$ cat src/rtl/div_issue_ctrl_pkg.sv
// rtl/div_issue_ctrl_pkg.sv - shared constants, op bit indices and FSM states for the divide issue controller
package div_issue_ctrl_pkg;

  localparam int DIV_DATA_W = 32;
  localparam int DIV_REG_AW = 5;

  localparam int OP_DIV  = 3;
  localparam int OP_DIVU = 2;
  localparam int OP_REM  = 1;
  localparam int OP_REMU = 0;

  typedef enum logic [2:0] {
    ST_IDLE = 3'b001,
    ST_BUSY = 3'b010,
    ST_DONE = 3'b100
  } state_t;

  // True when exactly one op bit is set; zero or multi-bit ops are not divisions.
  function automatic logic op_onehot(input logic [3:0] op);
    return (op != 4'd0) && ((op & (op - 4'd1)) == 4'd0);
  endfunction

endpackage

$ cat src/rtl/div_issue_ctrl_if.sv
// rtl/div_issue_ctrl_if.sv - start/op/operand/result handshake between issue controller and iterative divider
interface div_issue_ctrl_if;
  import div_issue_ctrl_pkg::*;

  logic                  div_start_o;
  logic [3:0]            div_op_o;
  logic [DIV_DATA_W-1:0] div_dividend_o;
  logic [DIV_DATA_W-1:0] div_divisor_o;
  logic [DIV_DATA_W-1:0] div_result_i;
  logic                  div_ready_i;

  modport master (
    output div_start_o, div_op_o, div_dividend_o, div_divisor_o,
    input  div_result_i, div_ready_i
  );

  modport slave (
    input  div_start_o, div_op_o, div_dividend_o, div_divisor_o,
    output div_result_i, div_ready_i
  );

endinterface

$ cat src/rtl/div_issue_ctrl_reuse_cache.sv
// rtl/div_issue_ctrl_reuse_cache.sv - single-entry record of the last completed divide (built only with DIV_REUSE_EN)
`ifdef DIV_REUSE_EN
module div_reuse_cache
  import div_issue_ctrl_pkg::*;
#(
  parameter int DATA_W = DIV_DATA_W
) (
  input  logic              clk,
  input  logic              rst_n,
  input  logic              rec_en,
  input  logic [3:0]        rec_op,
  input  logic [DATA_W-1:0] rec_dividend,
  input  logic [DATA_W-1:0] rec_divisor,
  input  logic [DATA_W-1:0] rec_result,
  input  logic [3:0]        lk_op,
  input  logic [DATA_W-1:0] lk_dividend,
  input  logic [DATA_W-1:0] lk_divisor,
  output logic              hit,
  output logic [DATA_W-1:0] hit_result
);

  logic              valid_q;
  logic [3:0]        op_q;
  logic [DATA_W-1:0] dividend_q;
  logic [DATA_W-1:0] divisor_q;
  logic [DATA_W-1:0] result_q;

  // Capture the operation that just completed; flushed ones never assert rec_en.
  always_ff @(posedge clk or negedge rst_n) begin
    if (!rst_n) begin
      valid_q    <= 1'b0;
      op_q       <= '0;
      dividend_q <= '0;
      divisor_q  <= '0;
      result_q   <= '0;
    end else if (rec_en) begin
      valid_q    <= 1'b1;
      op_q       <= rec_op;
      dividend_q <= rec_dividend;
      divisor_q  <= rec_divisor;
      result_q   <= rec_result;
    end
  end

  assign hit = valid_q && (lk_op == op_q) && (lk_dividend == dividend_q) && (lk_divisor == divisor_q);
  assign hit_result = result_q;

endmodule
`endif

$ cat src/rtl/div_issue_ctrl.sv
// rtl/div_issue_ctrl.sv - EX-stage issue/stall/writeback control for the iterative divider; DIV_REUSE_EN adds last-result reuse
module div_issue_ctrl
  import div_issue_ctrl_pkg::*;
#(
  parameter int DATA_W = DIV_DATA_W,
  parameter int REG_AW = DIV_REG_AW
) (
  input  logic              clk,
  input  logic              rst_n,
  input  logic              req_i,
  input  logic [3:0]        op_i,
  input  logic [DATA_W-1:0] dividend_i,
  input  logic [DATA_W-1:0] divisor_i,
  input  logic [REG_AW-1:0] rd_addr_i,
  input  logic              flush_i,
  div_issue_ctrl_if.master  div,
  output logic              hold_o,
  output logic              busy_o,
  output logic              wb_we_o,
  output logic [REG_AW-1:0] wb_addr_o,
  output logic [DATA_W-1:0] wb_data_o
);

  state_t            state_q, state_d;
  logic              accept;
  logic              reuse_hit;
  logic [DATA_W-1:0] reuse_result;
  logic              start_q;
  logic [3:0]        op_q;
  logic [DATA_W-1:0] dividend_q;
  logic [DATA_W-1:0] divisor_q;
  logic [REG_AW-1:0] rd_q;

  assign accept = (state_q == ST_IDLE) && req_i && op_onehot(op_i) && !flush_i;

`ifdef DIV_REUSE_EN
  div_reuse_cache #(.DATA_W(DATA_W)) u_reuse (
    .clk          (clk),
    .rst_n        (rst_n),
    .rec_en       ((state_q == ST_BUSY) && div.div_ready_i && !flush_i),
    .rec_op       (op_q),
    .rec_dividend (dividend_q),
    .rec_divisor  (divisor_q),
    .rec_result   (div.div_result_i),
    .lk_op        (op_i),
    .lk_dividend  (dividend_i),
    .lk_divisor   (divisor_i),
    .hit          (reuse_hit),
    .hit_result   (reuse_result)
  );
`else
  assign reuse_hit    = 1'b0;
  assign reuse_result = '0;
`endif

  // State register.
  always_ff @(posedge clk or negedge rst_n) begin
    if (!rst_n) state_q <= ST_IDLE;
    else        state_q <= state_d;
  end

  // Next state plus the combinational stall and busy indications.
  always_comb begin
    state_d = state_q;
    hold_o  = 1'b0;
    busy_o  = 1'b0;
    case (state_q)
      ST_IDLE: begin
        hold_o = accept;
        if (accept) state_d = reuse_hit ? ST_DONE : ST_BUSY;
      end
      ST_BUSY: begin
        hold_o = 1'b1;
        busy_o = 1'b1;
        if (flush_i)               state_d = ST_IDLE;
        else if (div.div_ready_i)  state_d = ST_DONE;
      end
      ST_DONE: state_d = ST_IDLE;
      default: state_d = ST_IDLE;
    endcase
  end

  // Operand capture, start hold/drop and the one-cycle writeback pulse.
  always_ff @(posedge clk or negedge rst_n) begin
    if (!rst_n) begin
      start_q    <= 1'b0;
      op_q       <= '0;
      dividend_q <= '0;
      divisor_q  <= '0;
      rd_q       <= '0;
      wb_we_o    <= 1'b0;
      wb_addr_o  <= '0;
      wb_data_o  <= '0;
    end else begin
      case (state_q)
        ST_IDLE: begin
          if (accept) begin
            op_q       <= op_i;
            dividend_q <= dividend_i;
            divisor_q  <= divisor_i;
            rd_q       <= rd_addr_i;
            start_q    <= !reuse_hit;
            if (reuse_hit) begin
              wb_data_o <= reuse_result;
              wb_addr_o <= rd_addr_i;
              wb_we_o   <= (rd_addr_i != '0);
            end
          end
        end
        ST_BUSY: begin
          if (flush_i) begin
            start_q <= 1'b0;
          end else if (div.div_ready_i) begin
            // Start must fall on this edge or the divider begins a new pass.
            start_q   <= 1'b0;
            wb_data_o <= div.div_result_i;
            wb_addr_o <= rd_q;
            wb_we_o   <= (rd_q != '0);
          end
        end
        ST_DONE: wb_we_o <= 1'b0;
        default: start_q <= 1'b0;
      endcase
    end
  end

  assign div.div_start_o    = start_q;
  assign div.div_op_o       = op_q;
  assign div.div_dividend_o = dividend_q;
  assign div.div_divisor_o  = divisor_q;

endmodule

$ cat src/flat_wrapper.sv
// flat-port wrapper written by rule: the top's interface ports become plain ports
module div_issue_ctrl_flat import div_issue_ctrl_pkg::*;
#(
  parameter int DATA_W = DIV_DATA_W,
  parameter int REG_AW = DIV_REG_AW
)
  (clk, rst_n, req_i, op_i, dividend_i, divisor_i, rd_addr_i, flush_i, hold_o, busy_o, wb_we_o, wb_addr_o, wb_data_o, div_div_start_o, div_div_op_o, div_div_dividend_o, div_div_divisor_o, div_div_result_i, div_div_ready_i);
  div_issue_ctrl_if div_i ();
  input  logic clk;
  input  logic rst_n;
  input  logic req_i;
  input  logic [3:0] op_i;
  input  logic [DATA_W-1:0] dividend_i;
  input  logic [DATA_W-1:0] divisor_i;
  input  logic [REG_AW-1:0] rd_addr_i;
  input  logic flush_i;
  output logic hold_o;
  output logic busy_o;
  output logic wb_we_o;
  output logic [REG_AW-1:0] wb_addr_o;
  output logic [DATA_W-1:0] wb_data_o;
  output wire logic [$bits(div_i.div_start_o)-1:0] div_div_start_o;
  output wire logic [$bits(div_i.div_op_o)-1:0] div_div_op_o;
  output wire logic [$bits(div_i.div_dividend_o)-1:0] div_div_dividend_o;
  output wire logic [$bits(div_i.div_divisor_o)-1:0] div_div_divisor_o;
  input wire logic [$bits(div_i.div_result_i)-1:0] div_div_result_i;
  input wire logic [$bits(div_i.div_ready_i)-1:0] div_div_ready_i;
  assign div_div_start_o = div_i.div_start_o;
  assign div_div_op_o = div_i.div_op_o;
  assign div_div_dividend_o = div_i.div_dividend_o;
  assign div_div_divisor_o = div_i.div_divisor_o;
  assign div_i.div_result_i = div_div_result_i;
  assign div_i.div_ready_i = div_div_ready_i;
  div_issue_ctrl #(.DATA_W(DATA_W), .REG_AW(REG_AW)) u_core (.clk(clk), .rst_n(rst_n), .req_i(req_i), .op_i(op_i), .dividend_i(dividend_i), .divisor_i(divisor_i), .rd_addr_i(rd_addr_i), .flush_i(flush_i), .div(div_i), .hold_o(hold_o), .busy_o(busy_o), .wb_we_o(wb_we_o), .wb_addr_o(wb_addr_o), .wb_data_o(wb_data_o));
endmodule
$ cat config.mk
export PLATFORM = sky130hd
export DESIGN_NAME = div_issue_ctrl_flat
export DESIGN_NICKNAME = d
export VERILOG_FILES = /design/src/rtl/div_issue_ctrl_pkg.sv /design/src/rtl/div_issue_ctrl_if.sv /design/src/rtl/div_issue_ctrl_reuse_cache.sv /design/src/rtl/div_issue_ctrl.sv /design/src/flat_wrapper.sv
export SDC_FILE = /design/constraint.sdc
export NUM_CORES = 1
export LEC_CHECK = 0
export ABC_CLOCK_PERIOD_IN_PS = 1950
export CAP_MARGIN = 20
export CORE_ASPECT_RATIO = 0.75
export CORE_UTILIZATION = 40
export DETAILED_ROUTE_END_ITERATION = 8
export PLACE_DENSITY = 0.77
export SLEW_MARGIN = 40
export SYNTH_ARGS = -nofsm -noshare
export SYNTH_HDL_FRONTEND = slang
export SYNTH_SLANG_ARGS = --single-unit
$ cat constraint.sdc
create_clock -name clk -period 1.95 [get_ports clk]
set_input_delay 0.2925 -clock clk [delete_from_list [all_inputs] [get_ports clk]]
set_output_delay 0.2925 -clock clk [all_outputs]
set_load 0.01 [all_outputs]
==> out/results.ini <==
[run_status]
status = complete, no violations

[synthesis]
yosysTopAreaCellShare = 0.6520
avgSynthCellArea_um2 = 16.57
yosysMostFrequentCell = dfrtp_1
netlist_area_um2 = 4375
synth_top_family_by_area = multiplexers
synth_mux_area_frac = 0.2831
ys_seq_area_frac = 0.6580
synth_compound_area_frac = 0.008579
synth_commonest_cells = 114 x dfrtp_1, 84 x mux2_2, 26 x mux2_1, 5 x nor2_1
ys_types = 24
yosys.area_share.simple = 0.02373
synthAdderAreaFrac = 0
async_flop_share = 1.000
synth_edf_count = 0
synth.area.top_cells = dfrtp_1 65%, mux2_2 22%, mux2_1 6.7%
syn_inst = 264
synth_seq_cells = 115
synth_ff_type = dfrtp_1
yosys.area.top_type = dfrtp_1
synth_xor_area_frac = 0.004003
yosysWarnings = 0
synth_nets = 374

[floorplanning]
initial_core_util = 0.4187
die_w_um = 122.8
num_io_pins = 219
fp-row-count = 32
die-area_um2 = 11370
core_area_um2 = 10450
die_h_um = 92.58

[pwr]
power.leakage_nw = 3.249
p_sw_mw = 2.035
ir_drop_v = 0.0008376
p_per_area_nw_per_um2 = 1145
seqPwrFrac = 0.378
sw_frac_of_total = 0.2405
p_clk_frac = 0.370
p_int_mw = 6.427
combinationalPowerShare = 0.252

[setup_path]
crit_path_start_kind = register
required_ns = 1.66
slowest_stage = dfstp_2
crit_path_max_fanout = 4
rrSetupSlack_ns = 0.14
critPathLaunch = u_core.state_q[0]
rr_endpoint = u_core.div.div_dividend_o[12]
cpPeakStageDelay_ns = 0.56
end_kind = output port
worstReg2RegStart = u_core.state_q[0]
reg2reg_depth = 5
path_class = reg2out
crit_path_end = hold_o
crit_chain = nand2b_1, nor2_1, or2_4, buf_2
crit_arrival_ns = 1.54

[cells_and_area]
diodes = 0
final_core_utilization = 0.7071
regArea_um2 = 2879
nets = 610
drive_above_1_share = 0.2593
multi_input_area_um2 = 1413
fill_cells = 720
area_delta_synth_final_pct = 68.89

[sta]
rsz0062_at_grt = false
post-route-min-period_ns = 1.831
tightest_slew_ns = 0.3712
whs_ns = 0.2285
layout_setup_ws_ns = 0.1193
fmax_mhz = 546.2
final.setup.tns_ns = 0
finalSetupViolations = 0
fin_crit_sh = 0.9388
hold_violations = 0
clock_skew_ns = 0.007650
maxSlewHeadroom = 0.7525
drv_slew = 0

[cts]
postCtsSetupRepairBufs = 0
clkLatencyLatePin_ns = 0.40
htree_levels = 4
root_buffer = clkbuf_16
clkSinkCount = 115
numCtsBuffers = 17
clkSlewWorstSetupHoldPaths_ns = 0.05
cts_tree = built
clockBufferDepth = 2

[route]
dr.pass1.iters = 4
drc = 0
wl_per_cell_um = 17.01
avgViaCountPerCell = 4.721
num_vias = 3064
drt_iter0_markers = 69
drtAntennaViolNets = 0
wl_mm = 11.04

[global_routing]
antenna_found_initial = 0
grt_pass1_wl_mm = 17.57
grt_pass1_vias = 3378
grt_usage = 0.2073
overflow = 0
grt_max_degree = 54

[placement]
pre_cts_ws_ns = -0.3293
place_hpwl_mm = 7.923
io_buffer_count = 218
gp_congestion = 0.6897

[hold_path]
hp-class = in2reg

[flow_run]
maxCapViolCount = 0

worst max-delay path, delay by kind of cell, from the launching register on:
kind                   cells  cell delay (ns)
and+or+nand+nor            3             0.43
DFF                        1             0.56
buffers and inverters      1             0.15
power groups by stage:
| stage | Sequential [mW] | Clock [mW] | Combinational [mW] |
|---|---|---|---|
| after floorplan | 3.45 | 0 | 0.475 |
| after global placement | 3.20 | 0 | 2.11 |
| after detailed placement | 3.24 | 0 | 2.15 |
| after CTS | 3.21 | 3.19 | 2.17 |
| after global routing | 3.27 | 3.31 | 2.28 |
| final | 3.20 | 3.13 | 2.13 |
state kept, by name (all words and copies together), names as in the netlist:
name	cells
u_core.div.div_op_o	4
u_core.wb_addr_o	5
u_core.wb_data_o	32
u_core.wb_we_o	1
u_core.div.div_dividend_o	32
u_core.div.div_start_o	1
u_core.state_q	3
u_core.div.div_divisor_o	32
u_core.rd_q	5
through the flow:
stage	std cells	cell area, µm²	power (mW)
after detailed placement	616	6755	5.389
after global placement	616	6755	5.315
after global routing	649	7390	8.867
after CTS	649	7365	8.569
final	649	7390	8.462
after floorplan	264	4375	3.930
cells by family (layout without fill, tap and decap cells):
logic type / after synthesis / count (layout)
DFF: 115 / 115
muxes: 110 / 110
and+or+nand+nor: 18 / 18
buffers and inverters: 13 / 262
AOI/OAI and AO/OA: 6 / 6
xor gates and xnor gates: 2 / 2
area by class of cell:
cell class | count | share of cell area
clock buffer | 23 | 0.06468
inverter | 1 | 0.0005080
multi-input combinational | 136 | 0.1912
clock inverter | 9 | 0.01727
sequential | 115 | 0.3896
tap | 136 | 0.02303
timing repair buffer | 229 | 0.3137
worst min path at each step:
stage,start,end,slack [ns],cells past startpoint
3_3_place_gp,rst_n,u_core.div.div_dividend_o[0],0.22,1
3_5_place_dp,rst_n,u_core.div.div_dividend_o[3],0.23,1
4_1_cts,rst_n,u_core.wb_data_o[10],0.36,2
6_report,op_i[0],u_core.div.div_op_o[0],0.23,2
5_1_grt,op_i[0],u_core.div.div_op_o[0],0.23,2
2_1_floorplan,rst_n,u_core.div.div_dividend_o[0],-0.003,0
repair_timing:
action,4_1_cts,5_1_grt
pin swaps,1,2
endpoints found under the hold margin,23,0
hold buffers,1,0
gates resized for setup,5,9
endpoints found under the setup margin,2,2
metal layers:
metal	global-route usage	wire length, µm	share of wire
met5	0	0	0
met4	0.08537	211	0.019
met2	0.3455	5535	0.50
met3	0.08990	1081	0.098
met1	0.2309	4212	0.38
placed cells by master, fill, tap and decap left out, drive strengths merged:
cell type and n:
a31oi 1, buf 12, bufinv 3, clkbuf 23, clkdlybuf4s50 211, clkinv 3, clkinvlp 3, dfrtp 114
dfstp 1, dlygate4sd2 1, dlygate4sd3 1, dlymetal6s2s 4, inv 1, mux2 110, nand2 4, nand2b 2
nand3 1, nor2 6, nor2b 1, nor3 1, nor4 1, o21a 1, o21ai 2, o21bai 1
o22ai 1, or2 1, or4 1, xnor2 2
(Power assumes the default switching activity.)
